--- config.mk ---
export PLATFORM = sky130hd
export DESIGN_NAME = multdiv_unit
export DESIGN_NICKNAME = d
export VERILOG_FILES = /design/src/rtl/multdiv_unit.sv
export SDC_FILE = /design/constraint.sdc
export NUM_CORES = 1
export LEC_CHECK = 0
export BUFFER_PORTS_ARGS = -buffer_cell sky130_fd_sc_hd__clkbuf_2
export CORE_MARGIN = 2
export CORE_UTILIZATION = 57
export CTS_CLUSTER_DIAMETER = 50
export DETAILED_ROUTE_END_ITERATION = 16
export HOLD_SLACK_MARGIN = 0.1
export PLACE_DENSITY_LB_ADDON = 0.2
export SLEW_MARGIN = 5
export SYNTH_ARGS = -nofsm -noshare
export SYNTH_HDL_FRONTEND = slang
export SYNTH_SLANG_ARGS = --single-unit
--- constraint.sdc ---
create_clock -name clock -period 7.9 [get_ports clock]
set_clock_uncertainty 0.05 [all_clocks]
set_input_delay 1.58 -clock clock [delete_from_list [all_inputs] [get_ports clock]]
set_output_delay 1.58 -clock clock [all_outputs]
set_load 0.01 [all_outputs]
--- src/rtl/multdiv_unit.sv ---
// Iterative signed multiply/divide engine: shift-add multiply, restoring divide,
// one iteration per clock, single-cycle data_resultRDY pulse on completion.
module multdiv_unit #(
  parameter int unsigned WIDTH = 32
) (
  input  logic             clock,
  input  logic             reset,
  input  logic             ctrl_MULT,
  input  logic             ctrl_DIV,
  input  logic [WIDTH-1:0] data_operandA,
  input  logic [WIDTH-1:0] data_operandB,
  output logic [WIDTH-1:0] data_result,
  output logic             data_exception,
  output logic             data_resultRDY,
  output logic             busy
);

  localparam int unsigned CW = (WIDTH > 1) ? $clog2(WIDTH) : 1;
  localparam logic [CW-1:0] LastCount = CW'(WIDTH - 1);
  localparam logic [WIDTH-1:0] MinVal = {1'b1, {(WIDTH-1){1'b0}}};

  typedef enum logic [1:0] {StIdle, StBusy, StDone} state_e;

  state_e             state_q, state_d;
  logic [CW-1:0]      count_q, count_d;
  logic               is_mul_q, is_mul_d;
  logic               sign_q, sign_d;
  logic               div_zero_q, div_zero_d;
  logic               div_ovf_q, div_ovf_d;
  // Multiply: mcand shifts left, mplr shifts right. Divide: mcand[W-1:0] is the
  // dividend/quotient shift register, mplr is the divisor, acc[W:0] the remainder.
  logic [2*WIDTH-1:0] mcand_q, mcand_d;
  logic [WIDTH-1:0]   mplr_q, mplr_d;
  logic [2*WIDTH-1:0] acc_q, acc_d;
  logic [WIDTH-1:0]   result_q, result_d;
  logic               exc_q, exc_d;

  logic [2*WIDTH-1:0] mul_sum, mul_final;
  logic [WIDTH:0]     div_shift, div_diff, rem_next;
  logic [WIDTH-1:0]   quo_next, quo_final;
  logic               quo_bit, mul_ovf;

  function automatic logic [WIDTH-1:0] mag(input logic [WIDTH-1:0] v);
    return v[WIDTH-1] ? -v : v;
  endfunction

  always_comb begin
    mul_sum   = acc_q + (mplr_q[0] ? mcand_q : '0);
    mul_final = sign_q ? -mul_sum : mul_sum;
    // Product fits in WIDTH bits only if the upper bits all match bit WIDTH-1.
    mul_ovf   = ~((&mul_final[2*WIDTH-1:WIDTH-1]) | ~(|mul_final[2*WIDTH-1:WIDTH-1]));

    div_shift = {acc_q[WIDTH-1:0], mcand_q[WIDTH-1]};
    div_diff  = div_shift - {1'b0, mplr_q};
    quo_bit   = ~div_diff[WIDTH];
    rem_next  = quo_bit ? div_diff : div_shift;
    quo_next  = {mcand_q[WIDTH-2:0], quo_bit};
    quo_final = sign_q ? -quo_next : quo_next;
  end

  always_comb begin
    state_d    = state_q;
    count_d    = count_q;
    is_mul_d   = is_mul_q;
    sign_d     = sign_q;
    div_zero_d = div_zero_q;
    div_ovf_d  = div_ovf_q;
    mcand_d    = mcand_q;
    mplr_d     = mplr_q;
    acc_d      = acc_q;
    result_d   = result_q;
    exc_d      = exc_q;

    unique case (state_q)
      StIdle: ;
      StBusy: begin
        count_d = count_q + CW'(1);
        if (is_mul_q) begin
          acc_d   = mul_sum;
          mcand_d = mcand_q << 1;
          mplr_d  = mplr_q >> 1;
        end else begin
          acc_d   = {{(WIDTH-1){1'b0}}, rem_next};
          mcand_d = {{WIDTH{1'b0}}, quo_next};
        end
        if (count_q == LastCount) begin
          state_d = StDone;
          if (is_mul_q) begin
            result_d = mul_final[WIDTH-1:0];
            exc_d    = mul_ovf;
          end else if (div_zero_q) begin
            result_d = '0;
            exc_d    = 1'b1;
          end else begin
            result_d = quo_final;
            exc_d    = div_ovf_q;
          end
        end
      end
      StDone:  state_d = StIdle;
      default: state_d = StIdle;
    endcase

    // A start in any state (re)loads the operands; an op in flight is dropped.
    if (ctrl_MULT || ctrl_DIV) begin
      state_d    = StBusy;
      count_d    = '0;
      is_mul_d   = ctrl_MULT;
      sign_d     = data_operandA[WIDTH-1] ^ data_operandB[WIDTH-1];
      div_zero_d = (data_operandB == '0);
      div_ovf_d  = (data_operandA == MinVal) && (data_operandB == '1);
      mcand_d    = {{WIDTH{1'b0}}, mag(data_operandA)};
      mplr_d     = mag(data_operandB);
      acc_d      = '0;
    end
  end

  always_ff @(posedge clock or negedge reset) begin
    if (!reset) begin
      state_q    <= StIdle;
      count_q    <= '0;
      is_mul_q   <= 1'b0;
      sign_q     <= 1'b0;
      div_zero_q <= 1'b0;
      div_ovf_q  <= 1'b0;
      mcand_q    <= '0;
      mplr_q     <= '0;
      acc_q      <= '0;
      result_q   <= '0;
      exc_q      <= 1'b0;
    end else begin
      state_q    <= state_d;
      count_q    <= count_d;
      is_mul_q   <= is_mul_d;
      sign_q     <= sign_d;
      div_zero_q <= div_zero_d;
      div_ovf_q  <= div_ovf_d;
      mcand_q    <= mcand_d;
      mplr_q     <= mplr_d;
      acc_q      <= acc_d;
      result_q   <= result_d;
      exc_q      <= exc_d;
    end
  end

  assign data_result    = result_q;
  assign data_exception = exc_q;
  assign data_resultRDY = (state_q == StDone);
  assign busy           = (state_q != StIdle);

endmodule

**After elaboration in Yosys (flattened, before gate mapping)**

Cells that the tools add are included.

- Add/subtract/negate cells: 7
- Reductions and logical operators: 12
- Bitwise operators: 5
- Eq/ne operators: 7
- Multiplexer cells: 24

Operators with widths:

| operator | number |
|---|---|
| $mux 64 | 8 |
| $mux 32 | 8 |
| $neg 32->32 | 3 |
| $add 64x64->64 | 1 |
| $eq 32x32->1 const B | 2 |
| $neg 64->64 | 1 |
| $mux 33 | 1 |
| $reduce_and 33->1 | 1 |
| $reduce_or 33->1 | 1 |
| $sub 33x32->33 | 1 |
| $logic_not 32->1 | 1 |
| $mux 5 | 2 |
| $reduce_and 2->1 | 3 |
| $reduce_bool 2->1 | 3 |
| $add 5x1->5 const B | 1 |
| $eq 5x5->1 const B | 1 |
| $mux 2 | 2 |
| $pmux 2 s2 | 1 |
| $ne 3x3->1 const B | 1 |
| $not 1->1 | 3 |
| $eq 2x1->1 const B | 1 |
| $eq 2x2->1 const B | 1 |
| $logic_not 2->1 | 1 |
| $mux 1 | 2 |
| other kinds (5) | 5 |

- Output and inout port bits: 35
- Register bits after elaboration: 204

**Logic depth before layout (Yosys ltp)**

- Depth in word-level cells: 9
- Mapped depth: 35
- Gate-level depth less buffers: 35

**Least setup slack after synthesis**

Ideal clock, no wire load.

- Path type: flip-flop to flip-flop
- Start: register mcand_q[31]
- End: register result_q[28], in the netlist data_result[28]
- Buffers on the path: 1
- Clock period less this slack: 7610 ps
- Cell stages (with the launch flop): 36
- Library setup time: 134 ps
- Path slack: 290 ps
- Data required time: 7716 ps
- Arrival: 7426 ps
- Cell sequence: dfrtp_1 -> inv_1 -> ha_1 -> inv_1 -> fa_1 -> a21o_1 -> a21oi_1 -> o21bai_1 -> a21oi_1 -> o31ai_1 -> nor4_1 -> or4_1 -> a31oi_1 -> a31oi_1 -> o21ai_0 -> a31o_2 -> a211o_1 -> a31oi_1 -> nor2b_1 -> o21a_1 -> o211ai_1 -> nand2_1 -> ha_1 -> inv_1 -> buf_1 -> ha_1 -> nand2_1 -> or4_1 -> nand2b_1 -> or4_1 -> or3_1 -> or3_1 -> o41ai_1 -> xnor2_1 -> a22oi_1 -> o21ai_0

- Word-level cells in the longest chain between the ends: 6

RTL lines:

| element | line | source |
|---|---|---|
| start: declaration | 32 | `logic [2*WIDTH-1:0] mcand_q, mcand_d;` |
| start signal: assignment | 138 | `mcand_q <= mcand_d;` |
| $sub 33x32->33 | 54 | `div_diff = div_shift - {1'b0, mplr_q};` |
| $not 1->1 | 55 | `quo_bit = ~div_diff[WIDTH];` |
| $neg 32->32 | 58 | `quo_final = sign_q ? -quo_next : quo_next;` |
| $mux 32 | 58 |  |
| $mux 32 | 91 | `end else if (div_zero_q) begin` |
| $mux 32 | 88 | `if (is_mul_q) begin` |
| end signal: assignment | 141 | `result_q <= result_d;` |
| end: declaration | 35 | `logic [WIDTH-1:0] result_q, result_d;` |

No other way between the ends.
A chain may end at the register's enable or synchronous reset.

**Final worst setup path**

- Start: register mcand_q[31]
- End: register result_q[29], in the netlist data_result[29]

The elaborated chain is that of the path after synthesis.

==> tab_implementation.tex <==
\begin{tabular}{lr}
\hline
Metric & Value \\
\hline
\multicolumn{2}{l}{\textbf{Cells and area}} \\
\quad Area overhead of the layout relative to synthesis & 10.3\% \\
\quad Final std cells w/o fill & 2,963 \\
\quad Register cell area after layout & 0.00511 mm² \\
\quad ANT cells & 0 \\
\quad Final-stage net count & 2,665 \\
\quad Share of cells above drive strength 1 & 10.6\% \\
\quad Multi-input combinational cell area & 0.0133 mm² \\
\quad Filler cell count in the final layout & 3,044 \\
\multicolumn{2}{l}{\textbf{CTS}} \\
\quad Worst skew pair latency & 580 ps \\
\quad Number of sinks handled by clock tree synthesis & 204 \\
\quad Clock root cell & clkbuf\_16 \\
\quad Count of H-tree levels built during CTS & 1 \\
\quad TritonCTS clock tree & yes \\
\quad CTS Buf Count & 31 \\
\quad Max clock buf depth & 3 \\
\quad Clock-pin slew on the worst setup and hold paths & 60 ps \\
\multicolumn{2}{l}{\textbf{Critical path}} \\
\quad CP Class & reg2reg \\
\quad Max stage delay cell, worst path & or4\_4 \\
\quad Gate family responsible for the most delay along the worst path & simple AND/OR/NAND/NOR gates \\
\quad Crit path buf inv count & 3 \\
\quad Highest cell delay on the worst timing path & 450 ps \\
\quad Worst-path maximum fanout & 5 \\
\quad Category of the worst setup path capture point & flip-flop \\
\quad Worst EP required & 8270 ps \\
\quad Arrival time of the worst setup path & 7860 ps \\
\quad CP Launch Type & flip-flop \\
\multicolumn{2}{l}{\textbf{STA}} \\
\quad Final TNS setup & 0 ps \\
\quad Upper clock frequency limit & 0.134 GHz \\
\quad Hold slack final & 430 ps \\
\quad Final Max Slew Viols & 0 \\
\quad Part of the cycle the worst path needs & 94.8\% \\
\quad Slew headroom & 24.0\% \\
\quad Final number of setup-violating endpoints & 0 \\
\quad Total count of hold-check failures in the final report & 0 \\
\quad Pin slew with the least headroom to its limit & 1130 ps \\
\quad Shortest period the worst path allows & 7490 ps \\
\multicolumn{2}{l}{\textbf{Detailed routing}} \\
\quad Number of nets still failing antenna checks after routing & 0 \\
\quad DRC & 0 \\
\quad DRT iter0 DRCs & 1,439 \\
\quad Wire length reported by the detailed router & 58.0 mm \\
\quad Overall via count from detail\_route & 18,863 \\
\quad Routed WL per cell & 19.6 µm \\
\quad Vias per inst & 6.37 \\
\quad Number of iterations in the first detailed-routing pass & 5 \\
\multicolumn{2}{l}{\textbf{Yosys}} \\
\quad Most frequent cells after synthesis & nand2\_1, o21ai\_0, dfrtp\_1 \\
\quad Ys flop type & dfrtp\_1 \\
\quad Async set-reset flop share out of synthesis & 100\% \\
\quad Cell taking the most area after synthesis & dfrtp\_1 \\
\quad Average cell area after synthesis & 7.72 µm² \\
\quad Part of the Yosys area used for sequential elements & 26.7\% \\
\quad Summed instance area of the synthesized netlist & 0.0191 mm² \\
\quad Top-area cell type share of the netlist area & 26.7\% \\
\quad Number of different library cells in the post-synthesis netlist & 93 \\
\quad Syn Inst Count & 2,477 \\
\quad Synth Net Count & 2,651 \\
\quad Synthesis warning total & 0 \\
\quad Flops \& latches, synth & 204 \\
\quad Area contributors post-synth & dfrtp\_1, ha\_1, nand2\_1, xnor2\_1, o21ai\_0 \\
\quad Number of enable-type register cells in the synthesized netlist & 0 \\
\quad Most instantiated library cell after synthesis & nand2\_1 \\
\multicolumn{2}{l}{\textbf{Placed design}} \\
\quad Global placement routability congestion & 0.972 \\
\quad HPWL Detailed & 43.3 mm \\
\quad \# placed instances & 2,904 \\
\quad Total of buffers placed on input and output ports & 102 \\
\multicolumn{2}{l}{\textbf{Global routing}} \\
\quad GRT Residual Overflow & 0 \\
\quad Vias in the first global route & 18,677 \\
\quad Wire length of the first global-routing pass & 94.6 mm \\
\quad Pin count of the biggest net entering global routing & 105 \\
\quad Initial antenna violation count & 1 \\
\quad GRT Util Overall & 32.7\% \\
\multicolumn{2}{l}{\textbf{Floorplan}} \\
\quad Die outline width & 187 µm \\
\quad Placeable core area & 0.0333 mm² \\
\quad Boundary Pins & 103 \\
\quad Effective utilization at floorplan & 57.5\% \\
\quad Die Outline Area & 0.0351 mm² \\
\quad Number of core rows & 67 \\
\quad Die Y-Extent & 187 µm \\
\multicolumn{2}{l}{\textbf{Outcome}} \\
\quad Run status & completed \\
\multicolumn{2}{l}{\textbf{Hold path}} \\
\quad Min-delay worst type & reg2reg \\
\multicolumn{2}{l}{\textbf{Power}} \\
\quad Power density over the cells & 179 mW/mm² \\
\quad Maximum VDD drop & 0.232 mV \\
\quad Total leakage power & 9.35 nW \\
\multicolumn{2}{l}{\textbf{Flow run}} \\
\quad Max-cap viol count & 0 \\
\hline
\end{tabular}
## flip-flops by register name (all words and copies together) (netlist names)
register and cells:
data_result 32, is_mul_q 1, state_q 2, div_ovf_q 1
mcand_q 64, count_q 5, mplr_q 32, data_exception 1
sign_q 1, div_zero_q 1, acc_q 64
## path summary, 6_finish.rpt
path	startpoint	end	slack, ps	depth (start not counted)
min	data_result[15]	data_result[15]	430	2
min reg2reg	data_result[15]	data_result[15]	430	2
min in group asynchronous	reset	mcand_q[39]	1020	1
max reg2reg	mcand_q[31]	data_result[29]	410	35
max in group asynchronous	reset	data_result[15]	5690	2
max	mcand_q[31]	data_result[29]	410	35
## kinds of logic (layout without fill, tap and decap cells)
kind of cell	count (synthesis)	in the layout	share of synthesized area, %
compound gates	805	805	27.7
flops	204	204	26.7
xor+xnor	208	208	9.52
fa+ha+maj	106	106	7.01
buf+inv	222	260	4.48
mux	22	22	1.16
simple gates	910	910	23.5
## repair_timing
action / in CTS / in global routing
hold buffers: 0 / 0
resized for setup: 4 / 23
pin swaps: 0 / 6
endpoints found under the setup margin: 5 / 10
buffers inserted: 0 / 2
## metal layers
metal / wire (µm) / part of all wire [%] / GRT usage, %
met5: 0 / 0 / 0
met4: 3080 / 5.3 / 15.6
met3: 2200 / 3.8 / 3.51
met2: 29200 / 50 / 59.4
met1: 23500 / 41 / 38.7
## layout by cell type, fill, tap and decap left out, types with 9 or more instances in the layout
| master | count |
|---|---|
| nand2_1 | 318 |
| o21ai_0 | 208 |
| dfrtp_1 | 202 |
| nor2_1 | 180 |
| a21oi_1 | 167 |
| xnor2_1 | 130 |
| ha_1 | 103 |
| clkbuf_2 | 101 |
| xor2_1 | 78 |
| and2_1 | 74 |
| inv_1 | 69 |
| o31ai_1 | 50 |
| a22o_1 | 48 |
| nor3_1 | 46 |
| a21o_1 | 43 |
| a31oi_1 | 43 |
| nand3_1 | 40 |
| a211oi_1 | 39 |
| nand4_1 | 35 |
| a22oi_1 | 33 |
| or3_1 | 32 |
| clkbuf_16 | 31 |
| buf_4 | 31 |
| or2_2 | 24 |
| nor2b_1 | 23 |
| mux2i_1 | 21 |
| or4_1 | 20 |
| and3_1 | 19 |
| nand2b_1 | 19 |
| o21a_1 | 18 |
| nor4_1 | 18 |
| o41ai_1 | 17 |
| o211ai_1 | 16 |
| a211o_1 | 10 |
| nor3b_1 | 9 |
## area by class of cell
| type | count | area share (%) |
|---|---|---|
| multi-input cells | 2051 | 63.2 |
| flip-flops and latches | 204 | 24.2 |
| clock buffers | 35 | 3.89 |
| repair buffers | 134 | 3.66 |
| well taps | 448 | 2.66 |
| inverters | 69 | 1.23 |
| clock inverters | 22 | 1.14 |
## where the power goes
| part | switching, mW | internal (mW) | total (mW) |
|---|---|---|---|
| Combinational | 0.705 | 0.462 | 1.17 |
| Sequential | 0.0882 | 1.10 | 1.19 |
| Clock | 0.566 | 0.855 | 1.42 |
## worst reg2reg max path: cells and delay by family, from the launching register on
family,cells,cell delay [ps]
xor+xnor,1,90
fa+ha+maj,3,850
simple gates,12,2870
buf+inv,3,210
flops,1,380
compound gates,16,2870
## through the flow
step                      setup slack, ps  area (µm²)  util [%]  power [mW]
after floorplan                       290       19100         -        2.02
after global placement               54.1       19900      59.8        2.32
after detailed placement             -131       19900      59.8        2.34
after CTS                            49.2       21000      63.0        3.77
after global routing                -69.3       21100      63.4        3.97
final                                 414       21100      63.4        3.78
Power figures use the tool's default switching activity.
